==> src/rtl/inst_prefetch_buffer_pkg.sv <==
// Shared types and constants for the instruction prefetch buffer.
package riscv_fetch_pkg;

    typedef enum logic [1:0] {
        ST_IDLE,
        ST_REQ,
        ST_WAIT,
        ST_DISCARD
    } fetch_state_e;

    localparam logic [31:0] INST_NOP   = 32'h0000_0013;
    localparam logic [31:0] WORD_BYTES = 32'd4;

    typedef struct packed {
        logic [31:0] pc;
        logic [31:0] inst;
    } fetch_entry_t;

endpackage

==> src/rtl/inst_prefetch_buffer_if.sv <==
// Read port between the prefetch buffer (master) and memory controller port 1 (slave).
interface inst_prefetch_buffer_if;
    logic        mem_req;
    logic [31:0] mem_addr;
    logic        i_mem_gnt;
    logic        i_mem_valid;
    logic [31:0] i_mem_data;

    modport master (
        output mem_req, mem_addr,
        input  i_mem_gnt, i_mem_valid, i_mem_data
    );

    modport slave (
        input  mem_req, mem_addr,
        output i_mem_gnt, i_mem_valid, i_mem_data
    );
endinterface

==> src/rtl/inst_prefetch_buffer_fifo.sv <==
// DEPTH-entry {pc, inst} queue with flush and first-word fall-through head.
module fetch_fifo
    import riscv_fetch_pkg::*;
#(
    parameter int DEPTH = 4
) (
    input  logic                   clk,
    input  logic                   rst,
    input  logic                   push,
    input  logic                   pop,
    input  logic                   flush,
    input  fetch_entry_t           wdata,
    output fetch_entry_t           head,
    output logic                   head_vld,
    output logic [$clog2(DEPTH):0] count
);
    localparam int PW = $clog2(DEPTH);

    fetch_entry_t  mem_q [DEPTH];
    logic [PW-1:0] wr_ptr_q, wr_ptr_d, rd_ptr_q, rd_ptr_d;
    logic [PW:0]   count_q, count_d;
    logic          do_push, do_pop;

    // Flush wins over both ends in the same cycle.
    assign do_push = push && !flush;
    assign do_pop  = pop && !flush && (count_q != '0);

    always_comb begin
        wr_ptr_d = wr_ptr_q;
        rd_ptr_d = rd_ptr_q;
        count_d  = count_q;
        if (flush) begin
            wr_ptr_d = '0;
            rd_ptr_d = '0;
            count_d  = '0;
        end else begin
            if (do_push) wr_ptr_d = wr_ptr_q + PW'(1);
            if (do_pop)  rd_ptr_d = rd_ptr_q + PW'(1);
            case ({do_push, do_pop})
                2'b10:   count_d = count_q + (PW+1)'(1);
                2'b01:   count_d = count_q - (PW+1)'(1);
                default: count_d = count_q;
            endcase
        end
    end

    always_ff @(posedge clk or posedge rst) begin
        if (rst) begin
            wr_ptr_q <= '0;
            rd_ptr_q <= '0;
            count_q  <= '0;
        end else begin
            wr_ptr_q <= wr_ptr_d;
            rd_ptr_q <= rd_ptr_d;
            count_q  <= count_d;
        end
    end

    always_ff @(posedge clk) begin
        if (do_push) mem_q[wr_ptr_q] <= wdata;
    end

    assign head     = mem_q[rd_ptr_q];
    assign head_vld = (count_q != '0);
    assign count    = count_q;

endmodule

==> src/rtl/inst_prefetch_buffer.sv <==
// Instruction prefetch queue: sequential word fetch ahead of fetch, flush/redirect on taken branch.
// Define PREFETCH_STATS_EN to add saturating flush_cnt / discard_cnt outputs.
module inst_prefetch_buffer
    import riscv_fetch_pkg::*;
#(
    parameter int          DEPTH    = 4,
    parameter logic [31:0] RESET_PC = 32'h0000_0000
) (
    input  logic                   i_clk,
    input  logic                   i_rst,
    input  logic                   i_b_taken,
    input  logic [31:0]            i_b_pc,
    input  logic                   i_ready,
    output logic                   valid,
    output logic [31:0]            pc,
    output logic [31:0]            inst,
    inst_prefetch_buffer_if.master mem
`ifdef PREFETCH_STATS_EN
    ,
    output logic [15:0]            flush_cnt,
    output logic [15:0]            discard_cnt
`endif
);
    localparam int PW = $clog2(DEPTH);

    fetch_state_e  state_q, state_d;
    logic [31:0]   fetch_pc_q, fetch_pc_d;
    logic [31:0]   req_pc_q, req_pc_d;
    logic [PW:0]   count;
    logic          push, pop, head_vld, outstanding;
    logic          credit, credit_after_push;
    logic [PW+1:0] used, after_push;
    fetch_entry_t  head;

    assign pop         = head_vld && i_ready;
    assign outstanding = (state_q == ST_WAIT) || (state_q == ST_DISCARD);
    // Reserving a slot for the in-flight word means a response can always be pushed.
    assign used              = (PW+2)'(count) + (PW+2)'(outstanding);
    assign credit            = used < (PW+2)'(DEPTH);
    assign after_push        = (PW+2)'(count) + (PW+2)'(1) - (PW+2)'(pop);
    assign credit_after_push = after_push < (PW+2)'(DEPTH);

    always_comb begin
        state_d    = state_q;
        fetch_pc_d = fetch_pc_q;
        req_pc_d   = req_pc_q;
        push       = 1'b0;
        case (state_q)
            ST_IDLE: begin
                if (i_b_taken || credit) state_d = ST_REQ;
            end
            ST_REQ: begin
                if (mem.i_mem_gnt) begin
                    req_pc_d   = fetch_pc_q;
                    fetch_pc_d = fetch_pc_q + WORD_BYTES;
                    state_d    = i_b_taken ? ST_DISCARD : ST_WAIT;
                end
            end
            ST_WAIT: begin
                if (mem.i_mem_valid) begin
                    push    = !i_b_taken;
                    state_d = (i_b_taken || credit_after_push) ? ST_REQ : ST_IDLE;
                end else if (i_b_taken) begin
                    state_d = ST_DISCARD;
                end
            end
            ST_DISCARD: begin
                if (mem.i_mem_valid) state_d = ST_REQ;
            end
            default: state_d = ST_IDLE;
        endcase
        if (i_b_taken) fetch_pc_d = i_b_pc;
    end

    always_ff @(posedge i_clk or posedge i_rst) begin
        if (i_rst) begin
            state_q    <= ST_IDLE;
            fetch_pc_q <= RESET_PC;
            req_pc_q   <= RESET_PC;
        end else begin
            state_q    <= state_d;
            fetch_pc_q <= fetch_pc_d;
            req_pc_q   <= req_pc_d;
        end
    end

    fetch_fifo #(.DEPTH(DEPTH)) u_fifo (
        .clk      (i_clk),
        .rst      (i_rst),
        .push     (push),
        .pop      (pop),
        .flush    (i_b_taken),
        .wdata    ('{pc: req_pc_q, inst: mem.i_mem_data}),
        .head     (head),
        .head_vld (head_vld),
        .count    (count)
    );

    assign valid        = head_vld;
    assign pc           = head_vld ? head.pc : 32'd0;
    assign inst         = head_vld ? head.inst : INST_NOP;
    assign mem.mem_req  = (state_q == ST_REQ);
    assign mem.mem_addr = fetch_pc_q;

`ifdef PREFETCH_STATS_EN
    logic [15:0] flush_cnt_q, flush_cnt_d, discard_cnt_q, discard_cnt_d;
    logic        drop;

    // A response is lost either while discarding or when it lands with a branch.
    assign drop = mem.i_mem_valid &&
                  ((state_q == ST_DISCARD) || ((state_q == ST_WAIT) && i_b_taken));

    always_comb begin
        flush_cnt_d   = flush_cnt_q;
        discard_cnt_d = discard_cnt_q;
        if (i_b_taken && (flush_cnt_q != 16'hFFFF))  flush_cnt_d   = flush_cnt_q + 16'd1;
        if (drop && (discard_cnt_q != 16'hFFFF))     discard_cnt_d = discard_cnt_q + 16'd1;
    end

    always_ff @(posedge i_clk or posedge i_rst) begin
        if (i_rst) begin
            flush_cnt_q   <= '0;
            discard_cnt_q <= '0;
        end else begin
            flush_cnt_q   <= flush_cnt_d;
            discard_cnt_q <= discard_cnt_d;
        end
    end

    assign flush_cnt   = flush_cnt_q;
    assign discard_cnt = discard_cnt_q;
`endif

endmodule

==> src/flat_wrapper.sv <==
// flat-port wrapper written by rule: the top's interface ports become plain ports
module inst_prefetch_buffer_flat import riscv_fetch_pkg::*;
#(
    parameter int          DEPTH    = 4,
    parameter logic [31:0] RESET_PC = 32'h0000_0000
)
  (i_clk, i_rst, i_b_taken, i_b_pc, i_ready, valid, pc, inst, mem_mem_req, mem_mem_addr, mem_i_mem_gnt, mem_i_mem_valid, mem_i_mem_data);
  inst_prefetch_buffer_if mem_i ();
  input  logic i_clk;
  input  logic i_rst;
  input  logic i_b_taken;
  input  logic [31:0] i_b_pc;
  input  logic i_ready;
  output logic valid;
  output logic [31:0] pc;
  output logic [31:0] inst;
  output wire logic [$bits(mem_i.mem_req)-1:0] mem_mem_req;
  output wire logic [$bits(mem_i.mem_addr)-1:0] mem_mem_addr;
  input wire logic [$bits(mem_i.i_mem_gnt)-1:0] mem_i_mem_gnt;
  input wire logic [$bits(mem_i.i_mem_valid)-1:0] mem_i_mem_valid;
  input wire logic [$bits(mem_i.i_mem_data)-1:0] mem_i_mem_data;
  assign mem_mem_req = mem_i.mem_req;
  assign mem_mem_addr = mem_i.mem_addr;
  assign mem_i.i_mem_gnt = mem_i_mem_gnt;
  assign mem_i.i_mem_valid = mem_i_mem_valid;
  assign mem_i.i_mem_data = mem_i_mem_data;
  inst_prefetch_buffer #(.DEPTH(DEPTH), .RESET_PC(RESET_PC)) u_core (.i_clk(i_clk), .i_rst(i_rst), .i_b_taken(i_b_taken), .i_b_pc(i_b_pc), .i_ready(i_ready), .valid(valid), .pc(pc), .inst(inst), .mem(mem_i));
endmodule
==> config.mk <==
export PLATFORM = sky130hd
export DESIGN_NAME = inst_prefetch_buffer_flat
export DESIGN_NICKNAME = d
export VERILOG_FILES = /design/src/rtl/inst_prefetch_buffer_pkg.sv /design/src/rtl/inst_prefetch_buffer_if.sv /design/src/rtl/inst_prefetch_buffer_fifo.sv /design/src/rtl/inst_prefetch_buffer.sv /design/src/flat_wrapper.sv
export SDC_FILE = /design/constraint.sdc
export NUM_CORES = 1
export LEC_CHECK = 0
export BUFFER_PORTS_ARGS = -buffer_cell sky130_fd_sc_hd__buf_4
export CORE_UTILIZATION = 62
export DETAILED_ROUTE_END_ITERATION = 16
export GPL_ROUTABILITY_DRIVEN = 0
export PLACE_DENSITY = 0.81
export SETUP_SLACK_MARGIN = 0.1
export SLEW_MARGIN = 0
export SYNTH_ARGS = -nofsm -noshare
export SYNTH_HDL_FRONTEND = slang
export SYNTH_HIERARCHICAL = 1
export SYNTH_SLANG_ARGS = --single-unit
==> constraint.sdc <==
create_clock -name i_clk -period 7.22 [get_ports i_clk]
set_clock_uncertainty 0.2 [all_clocks]
set_input_delay 1.444 -clock i_clk [delete_from_list [all_inputs] [get_ports i_clk]]
set_output_delay 1.444 -clock i_clk [all_outputs]
set_load 0.02 [all_outputs]
# --- After elaboration in Yosys (flattened, before gate mapping) ---
# Memory sizes are Yosys's and may differ from the RTL's.
# Cells that the tools add are included.
word_totals:
  ram_bits: 256
  reg_bits: 73
  memories: 1
op_classes:
  reduce_logical: 18
  n_mux: 23
  n_eq_ne: 9
  add_sub_neg: 8
  magnitude_cmp: 2
mem_list:
  columns: ["memory", "depth", "width", "rd", "rd_clocked_by_memory_dff", "write_ports", "line", "rtl"]
  rows:
  - ["u_core.u_fifo.mem_q", 4, 64, 1, 0, 1, "inst_prefetch_buffer_fifo.sv:19", "fetch_entry_t mem_q [DEPTH];"]
op_table:
  columns: ["op", "n"]
  rows:
  - ["32-bit two-way mux", 5]
  - ["32-bit by 3-bit adder with 32-bit output, second input constant", 1]
  - ["2-bit two-way mux", 9]
  - ["4-bit by 3-bit < comparator with 1-bit output, second input constant", 2]
  - ["2-bit one-hot mux with 4 select lines", 1]
  - ["2-bit nonzero test", 4]
  - ["2-bit == test, second input constant", 3]
  - ["1-bit two-way mux", 6]
  - ["3-bit one-hot mux with 2 select lines", 1]
  - ["3-bit nonzero test", 2]
  - ["2-bit by 1-bit adder with 2-bit output, second input constant", 2]
  - ["3-bit by 1-bit adder with 4-bit output", 1]
  - ["3-bit by 1-bit adder with 4-bit output, second input constant", 1]
  - ["2-bit by 1-bit == test with 1-bit output, second input constant", 2]
  - ["1-bit logical AND", 4]
  - ["2-bit by 1-bit inequality test with 1-bit output, second input constant", 2]
  - ["2-bit AND reduction", 2]
  - ["4-bit AND reduction", 1]
  - ["4-bit by 1-bit subtractor with 4-bit output", 1]
  - ["3-bit by 1-bit adder with 3-bit output, second input constant", 1]
  - ["1-bit logical OR", 3]
  - ["3-bit two-way mux", 1]
  - ["3-bit inequality test, second input constant", 1]
  - ["3-bit by 1-bit subtractor with 3-bit output, second input constant", 1]
  - ["3 further kinds", 3]

# --- Logic depth before layout (Yosys ltp) ---
# Gate-level depths: netlist of run 1.
depth:
  depth_word: 8
  ltp_mapped: 10
  depth_no_buf: 9

# --- By module ---
# The synthesis of run 1 kept the hierarchy.
by_module_without_submodules:
  columns: ["mod", "cells_per_inst", "area_per_inst_um2", "instances"]
  rows:
  - ["fetch_fifo", 389, 9735.6, 1]
  - ["inst_prefetch_buffer", 451, 3731.1, 1]

# --- Worst setup path before layout of run 1 ---
# Ideal clock, no wire load.
synth_timing:
  kind: "input -> register"
  start: "input i_b_taken"
  end: "memory u_core/u_fifo/mem_q[0][0] (netlist bit) (enable)"
  setup_slack_ns: 2.584
  n_path_buf: 2
  t_required_ns: 6.591
  path_stages: 6
  t_arrival_ns: 4.007
  setup_ns: 0.429
  cell_sequence: "clkbuf_1 -> clkinv_1 -> and3_1 -> clkbuf_1 -> nor2b_1 -> and2_1"
synth_via:
  elab_chain_cells: 6
synth_rtl:
  columns: ["item", "line", "rtl"]
  rows:
  - ["from (decl)", "flat_wrapper.sv:11", "input logic i_b_taken;"]
  - ["1-bit zero test", "inst_prefetch_buffer.sv:61", "push = !i_b_taken;"]
  - ["1-bit two-way mux", "inst_prefetch_buffer.sv:60", "if (mem.i_mem_valid) begin"]
  - ["1-bit two-way mux", "inst_prefetch_buffer.sv:48", "case (state_q)"]
  - ["via u_core.push", "inst_prefetch_buffer.sv:30", "logic push, pop, head_vld, outstanding;"]
  - ["1-bit logical AND", "inst_prefetch_buffer_fifo.sv:25", "assign do_push = push && !flush;"]
  - ["1-bit two-way mux", "inst_prefetch_buffer_fifo.sv:60", "if (do_push) mem_q[wr_ptr_q] <= wdata;"]
  - ["1-bit two-way mux (implied by the code)", "inst_prefetch_buffer_fifo.sv:60", null]
  - ["to (decl)", "inst_prefetch_buffer_fifo.sv:19", null]
# The timed path passes the listed nets, and every way through them passes these cells.

==> results of run 1 <==
cells in the final DEF, fill, tap and decap left out, types with 9 or more instances in the layout:
master	instances
a31oi_1	14
and2_1	63
buf_4	172
clkbuf_16	31
dfrtp_1	71
edfxtp_1	256
ha_1	9
inv_1	12
mux4_2	64
nand2_1	117
nand3_1	13
nand4_1	17
nor2_1	27
o21ai_0	24
or4_1	10
final cells by class:
| type | count | area [µm²] | area share (%) |
|---|---|---|---|
| Sequential cell | 329 | 9520 | 60.0 |
| Multi-Input combinational cell | 453 | 3690 | 23.2 |
| Timing Repair Buffer | 172 | 1290 | 8.14 |
| Clock buffer | 44 | 892 | 5.62 |
| Tap cell | 275 | 344 | 2.17 |
| Clock inverter | 12 | 76.3 | 0.481 |
| Inverter | 15 | 56.3 | 0.355 |
where the power goes:
group / internal, mW / switching (mW)
Sequential: 2.27 / 0.165
Combinational: 0.168 / 0.263
Clock: 0.886 / 0.643
through the flow:
step / utilization, % / hold slack, ns
floorplan: - / 0.276
global placement: 70.4 / 0.294
detailed placement: 70.4 / 0.303
CTS: 75.0 / 0.320
global route: 75.0 / 0.341
finish: 75.0 / 0.314
worst max-delay path, delay by kind of cell (launching register included):
| kind | cells | cell delay (ns) |
|---|---|---|
| buffers and inverters | 2 | 0.73 |
| muxes | 1 | 0.57 |
| DFF | 1 | 1.01 |
| and+or+nand+nor | 1 | 0.20 |
cell families after synthesis:
kind of cell             Yosys count  share of synthesized area (%)
AND/OR/NAND/NOR                  291                           10.9
multiplexers                      70                           11.2
flip-flops                       329                           70.6
buffers and inverters             58                           2.04
adder cells (fa/ha/maj)           10                          0.985
AO/OA/AOI/OAI                     67                           3.23
XOR/XNOR                          15                          0.976
layer usage:
metal / routed length, µm / up-vias / share of wire, % / GRT usage, %
met3: 1980 / 37 / 7.1 / 2.87
met4: 443 / 0 / 1.6 / 6.89
met5: 0 / - / 0 / 0
met2: 14000 / 366 / 51 / 42.0
li1: - / 3519 / - / -
met1: 11300 / 3890 / 41 / 37.4
registers in the layout, indices dropped and copies added (netlist names):
name	flops
u_core/state_q	2
u_core/mem.mem_addr	32
u_core/u_fifo/count	3
u_core/u_fifo/mem_q	256
u_core/req_pc_q	32
u_core/u_fifo/rd_ptr_q	2
u_core/u_fifo/wr_ptr_q	2
worst max path at each step:
stage | endpoint | from | slack (ns)
floorplan | u_core/u_fifo/mem_q[0][0] | i_b_taken | 2.58
global placement | u_core/u_fifo/count[1] | i_b_taken | 2.49
detailed placement | u_core/u_fifo/count[1] | i_b_taken | 2.32
CTS | pc[18] | u_core/u_fifo/rd_ptr_q[0] | 2.37
global route | inst[22] | u_core/u_fifo/rd_ptr_q[0] | 2.24
finish | pc[18] | u_core/u_fifo/rd_ptr_q[0] | 2.49
==> results.cfg, run 1 <==
[power_and_ir_drop]
leakage_nw = 5.87
report.power.total_mw = 4.39
powerDensity_nw_per_um2 = 277
irDropWorstVdd_mv = 0.217

[timing]
post-route-period-util_pct = 65.6
worst_slack_ns = 2.49
drv_slew = 0
slew-limit-headroom_pct = 23.8
setup_viol = 0
fin_crit_ns = 4.73
rsz0062_at_grt = false
fmax_mhz = 211
fin_tns_setup_ns = 0
worstMarginPinSlew_ns = 1.14
hold_viol = 0

[clock_network]
numCtsBuffers = 30
cts_root_buf = clkbuf_16
clk_pin_slew_ns = 0.06
clock_sinks = 329
htreeDepth = 1
clockBufferDepth = 3
cts_hold_buf = 0
cts_tree = yes
post_cts.repair.setup_buffers = 0
post_cts_resized = 0
clkLatencyLatePin_ns = 0.54

[critical_path]
r2r_start = u_core/u_fifo/count[1]
cp-start-kind = register
critPathCaptureType = output pin
critical_path_class = register to output pin
crit_path_max_incr_delay_ns = 1.01
r2r-end = u_core/u_fifo/count[1]
worst-endpoint-arrival_ns = 3.09
slowest_stage = dfrtp_4
cp.required_ns = 5.58
crit_fanout = 44
cp_cell_sequence = buf_4 > mux4_2 > and2_1 > buf_4
reg2reg_depth = 8
crit_top_cell = buf_4
r2r_setup_slack_ns = 3.60

[final_layout]
drive_gt1_share_pct = 29.0
syn2layout_area_growth_pct = 17.8
nets = 1081
antenna_cells = 0
finalNonFillerCells = 1300
nFillCells = 1270
fin_area_um2 = 15900

[yosys]
yosysSeqAreaShare_pct = 70.6
synth_top_area_share_pct = 57.1
syn-num-nets = 920
synth_cells = 840
synth.distinct_cells = 49
async_flop_share_pct = 22.2
synthFlopType = edfxtp_1
yosys-top-cells-count = 256 x edfxtp_1, 117 x nand2_1, 73 x dfrtp_1
synth_edf_count = 256
syn-cell-area_um2 = 13500
ys_seq_elements = 329
yosysTopAreaCell = edfxtp_1
yosys_warnings = 6
avgSynthCellArea_um2 = 16.0
synth_most_common_cell = edfxtp_1
synthTopCellsByArea = edfxtp_1 57%, dfrtp_1 14%, mux4_2 11%, nand2_1 3.3%, and2_1 3.1%

[die]
die_h_um = 149
fp.dieW_um = 149
rows = 53
io_pins = 168
initial_core_util_pct = 63.7
core_region_area_um2 = 21200
dieArea_um2 = 22300

[placement]
dp_hpwl_mm = 15.7
dp.cells = 1244
portBuffers = 167
dpl_cell_area_um2 = 14900
place_ws_ns = 2.32

[drt]
vias_per_cell = 6.01
drtAntennaViolNets = 0
finalWirelength_mm = 27.7
routedWlPerCell_um = 21.3
num_vias = 7812
firstDrtPassIters = 4
drt_iter0_drc = 527
drc = 0

[run]
cap_violations = 0

[global_route]
antenna_found_initial = 0
grt_start_max_net_pins = 68
grt_first_pass_wirelength_mm = 43.1
grt_usage_pct = 25.7
grt_pass1_vias = 7759
grt.overflow.total = 0

[hold_path]
hold_path_class = register to register
worstHoldEndpoint = u_core/u_fifo/mem_q[3][53]
worstHoldStart = u_core/req_pc_q[21]
hold_path_depth = 0

[status]
status = completed
Note: power is estimated with default switching activity, not from simulation.
==> run 2: changes to the inputs <==
--- a/config.mk
+++ b/config.mk
@@ -6,10 +6,10 @@
 export NUM_CORES = 1
 export LEC_CHECK = 0
 export BUFFER_PORTS_ARGS = -buffer_cell sky130_fd_sc_hd__buf_4
-export CORE_UTILIZATION = 62
+export CORE_UTILIZATION = 58
 export DETAILED_ROUTE_END_ITERATION = 16
 export GPL_ROUTABILITY_DRIVEN = 0
-export PLACE_DENSITY = 0.81
+export PLACE_DENSITY = 0.77
 export SETUP_SLACK_MARGIN = 0.1
 export SLEW_MARGIN = 0
 export SYNTH_ARGS = -nofsm -noshare
==> constraint.sdc (replaced) <==
create_clock -name i_clk -period 4.41 [get_ports i_clk]
set_clock_uncertainty 0.2 [all_clocks]
set_input_delay 0.882 -clock i_clk [delete_from_list [all_inputs] [get_ports i_clk]]
set_output_delay 0.882 -clock i_clk [all_outputs]
set_load 0.02 [all_outputs]
==> results.cfg, run 2 (synthesis results as in run 1) <==
[run]
cap_violations = 0

[final_layout]
fin_util_pct = 70.9
largest_reg_flops = 256
nets = 1091
antenna_cells = 0
final_common_cell = edfxtp_1
top_register = u_core/u_fifo/mem_q
syn2layout_area_growth_pct = 19.5
final_cell_mix = 256 x edfxtp_1, 173 x buf_4, 117 x nand2_1
drive_gt1_share_pct = 29.5

[die]
die_h_um = 154
rows = 55
core_region_area_um2 = 22700
io_pins = 168
initial_core_util_pct = 59.3
dieArea_um2 = 23800
fp.dieW_um = 154

[clock_network]
clkLatencyLatePin_ns = 0.50
post_cts_resized = 0
clockBufferDepth = 3
cts_tree = yes
clock_sinks = 329
htreeDepth = 2
post_cts.repair.setup_buffers = 0
clk_pin_slew_ns = 0.06
numCtsBuffers = 34
cts_hold_buf = 0
cts_root_buf = clkbuf_16

[timing]
setup_viol = 0
worstMarginPinSlew_ns = 0.970
drv_slew = 0
fmax_mhz = 289
slew-limit-headroom_pct = 34.7
fin_tns_setup_ns = 0
rsz0062_at_grt = false
hold_viol = 0
fin_crit_ns = 3.46
post-route-period-util_pct = 78.5

[power_and_ir_drop]
powerDensity_nw_per_um2 = 459
leakage_nw = 5.96
irDropWorstVdd_mv = 0.269

[critical_path]
r2r-end = u_core/u_fifo/mem_q[0][0]
cp-start-kind = register
r2r_start = u_core/state_q[0]
critPathCaptureType = output pin
crit_fanout = 62
critical_path_class = register to output pin
r2r_setup_slack_ns = 1.50
reg2reg_depth = 6
cp.required_ns = 3.33
worst-endpoint-arrival_ns = 2.38

[drt]
num_vias = 7618
drt_iter0_drc = 580
vias_per_cell = 5.77
finalWirelength_mm = 26.0
drc = 0
firstDrtPassIters = 7
routedWlPerCell_um = 19.7
drtAntennaViolNets = 0

[hold_path]
hold_path_class = input port to asynchronous set/reset pin

[global_route]
grt_usage_pct = 22.6
antenna_found_initial = 0
grt_first_pass_wirelength_mm = 41.4
grt.overflow.total = 0
grt_start_max_net_pins = 67
grt_pass1_vias = 7854

[placement]
dp_hpwl_mm = 16.0
portBuffers = 167

[status]
status = completed
run 2: changes by cell type in the layout (fill, tap and decap cells not counted), moves of 2 or more:
| cell | change |
|---|---|
| clkbuf_4 | -2 |
| clkbuf_16 | +4 |
| clkbuf_1 | +3 |
| clkinv_2 | +2 |
| clkbuf_8 | -4 |
| buf_12 | +5 |
run 2: area by class of cell:
cell class / instances / area, µm²
clock buffers: 45 / 933
clock inverters: 16 / 140
fillers: 1474 / 6620
inverters: 15 / 56.3
multi-input cells: 453 / 3690
flip-flops and latches: 329 / 9520
well taps: 285 / 357
repair buffers: 178 / 1400
run 2: layer usage:
layer / vias up / global-route usage (%) / share of wire, %
li1: 3546 / - / -
met1: 3773 / 30.1 / 42
met2: 248 / 39.0 / 51
met3: 51 / 3.28 / 5.4
met4: 0 / 6.79 / 2.1
met5: - / 0 / 0
run 2: how the worst max path moves through the flow:
stage,cells past startpoint,start,slack (ns),endpoint
after floorplan,6,i_b_taken,0.34,u_core/u_fifo/mem_q[0][0]
after global placement,8,i_b_taken,1.0,u_core/u_fifo/count[1]
after detailed placement,8,i_b_taken,0.93,u_core/u_fifo/count[1]
after CTS,4,u_core/u_fifo/rd_ptr_q[0],0.89,pc[19]
after global routing,4,u_core/u_fifo/rd_ptr_q[0],0.81,pc[15]
final,4,u_core/u_fifo/rd_ptr_q[0],0.95,inst[0]
run 2: worst max-delay path, stage by stage, from the launching register on:
cell and delay [ns]:
dfrtp_4 0.48, buf_12 0.42, mux4_2 0.58, nand2b_1 0.16, buf_4 0.18
run 2: metrics by stage:
| step | area (µm²) | setup WS (ns) | total power, mW | cells | hold WS, ns |
|---|---|---|---|---|---|
| final | 16100 | 0.946 | 7.39 | 1321 | 0.144 |
| after floorplan | 13500 | 0.336 | 4.38 | 840 | 0.276 |
| after global routing | 16100 | 0.809 | 7.69 | 1321 | 0.143 |
| after global placement | 15000 | 1.00 | 4.69 | 1260 | 0.294 |
| after detailed placement | 15000 | 0.930 | 4.73 | 1260 | 0.311 |
| after CTS | 16100 | 0.891 | 7.45 | 1321 | 0.136 |
run 2: power by group:
group	leakage (nW)	switching [mW]	total (mW)	internal (mW)
clock	0.524	1.10	2.71	1.61
combinational	2.24	0.411	0.690	0.278
sequential	3.20	0.277	3.99	3.71
==> run 3: changes to the inputs <==
==> constraint.sdc (replaced) <==
create_clock -name i_clk -period 3.6 [get_ports i_clk]
set_clock_uncertainty 0.2 [all_clocks]
set_input_delay 0.72 -clock i_clk [delete_from_list [all_inputs] [get_ports i_clk]]
set_output_delay 0.72 -clock i_clk [all_outputs]
set_load 0.02 [all_outputs]
==> results.cfg, run 3 (synthesis results as in run 1) <==
[status]
status = completed

[final_layout]
largest_reg_flops = 256
final_common_cell = edfxtp_1
drive_gt1_share_pct = 30.3
top_register = u_core/u_fifo/mem_q
nets = 1099
antenna_cells = 0
fin_util_pct = 71.2
final_cell_mix = 256 x edfxtp_1, 178 x buf_4, 117 x nand2_1
syn2layout_area_growth_pct = 20.1

[timing]
worstMarginPinSlew_ns = 0.739
fmax_mhz = 300
drv_slew = 0
post-route-period-util_pct = 92.5
hold_viol = 0
rsz0062_at_grt = false
hold_slack_ns = 0.177
fin_crit_ns = 3.33
fin_tns_setup_ns = 0
setup_viol = 0
slew-limit-headroom_pct = 50.6

[global_route]
grt_first_pass_wirelength_mm = 41.8
grt_pass1_vias = 7846
grt.overflow.total = 0
grt_start_max_net_pins = 67
grt_usage_pct = 22.7
antenna_found_initial = 0

[critical_path]
slowest_stage = dfrtp_4
cp_cell_sequence = buf_4 > mux4_2 > and2_1 > buf_4
worst-endpoint-arrival_ns = 2.41
cp.required_ns = 2.68
critPathBufInv = 2
critPathCaptureType = output pin
crit_path_max_incr_delay_ns = 0.67
critical_path_class = register to output pin
crit_fanout = 18
cp-start-kind = register
critPathTopFamily = flip-flops
crit_top_cell = buf_4

[clock_network]
clock_sinks = 329
clk_pin_slew_ns = 0.06
post_cts_resized = 0
clkLatencyLatePin_ns = 0.54
cts_tree = yes
htreeDepth = 1
numCtsBuffers = 30
cts_root_buf = clkbuf_16
clockBufferDepth = 3

[drt]
wl_met1_mm = 11.4
drt_iter0_drc = 686
met3_wirelength_mm = 1.51
num_vias = 7720
vias_per_cell = 5.82
finalWirelength_mm = 26.4
drc = 0
wl_met2_mm = 13.1
drtAntennaViolNets = 0
highest_layer = met4
firstDrtPassIters = 6
routedWlPerCell_um = 19.9

[die]
io_pins = 168
fp.dieW_um = 154
die_h_um = 154
initial_core_util_pct = 59.3
core_region_area_um2 = 22700
dieArea_um2 = 23800
rows = 55

[placement]
dp_hpwl_mm = 17.0
portBuffers = 167

[power_and_ir_drop]
leakage_nw = 6.00
powerDensity_nw_per_um2 = 550
irDropWorstVdd_mv = 0.364
report.power.total_mw = 8.90

[run]
cap_violations = 0

[hold_path]
hold_path_class = input port to register
[run 3: routing by layer]
layer / global-route usage, % / vias up
met5: 0 / -
met4: 5.33 / 0
met3: 2.75 / 39
met2: 38.8 / 290
met1: 31.9 / 3843
li1: - / 3548
[run 3: through the flow]
stage | instances | cell area (µm²) | setup WS [ns]
global placement | 1271 | 15200 | 0.732
CTS | 1326 | 16200 | 0.223
floorplan | 840 | 13500 | 0.385
finish | 1326 | 16200 | 0.270
detailed placement | 1271 | 15200 | 0.691
global route | 1326 | 16200 | 0.161
[run 3: final timing paths]
| check | slack (ns) | startpoint | cells after the start | end |
|---|---|---|---|---|
| worst min-delay path | 0.18 | mem_i_mem_data[7] | 1 | u_core/u_fifo/mem_q[3][7] |
| min in group asynchronous | 0.49 | i_rst | 3 | u_core/u_fifo/count[1] |
| worst max register to register | 0.77 | u_core/u_fifo/count[1] | 8 | u_core/u_fifo/count[2] |
| worst min register to register | 0.32 | u_core/req_pc_q[5] | 0 | u_core/u_fifo/mem_q[0][37] |
| worst max-delay path | 0.27 | u_core/u_fifo/rd_ptr_q[0] | 4 | pc[14] |
| max in group asynchronous | 1.88 | i_rst | 4 | u_core/req_pc_q[5] |
[run 3: cell type report]
| type | instances | area (µm²) |
|---|---|---|
| Timing Repair Buffer | 190 | 1570 |
| Clock inverter | 13 | 150 |
| Sequential cell | 329 | 9520 |
| Fill cell | 1459 | 6530 |
| Clock buffer | 41 | 843 |
| Tap cell | 285 | 357 |
| Multi-Input combinational cell | 453 | 3690 |
| Inverter | 15 | 56.3 |
[run 3: report_power, final]
group | leakage [nW] | internal (mW) | total, mW | switching, mW
combinational | 2.32 | 0.349 | 0.862 | 0.513
clock | 0.482 | 1.85 | 3.15 | 1.30
sequential | 3.20 | 4.54 | 4.89 | 0.345
total | 6.00 | 6.74 | 8.90 | 2.16
[run 3: timing repair]
action / CTS / global route
endpoints found under the hold margin: 7 / 0
setup buffers: 0 / 0
hold buffers: 1 / 0
[run 3: worst reg2reg max path: stages, from the launching register on]
cell,delay (ns)
dfrtp_1,0.48
nor3_1,0.47
inv_2,0.06
and2_1,0.29
o31ai_1,0.16
nor2_1,0.11
fa_1,0.44
and3_1,0.18
o311a_1,0.31
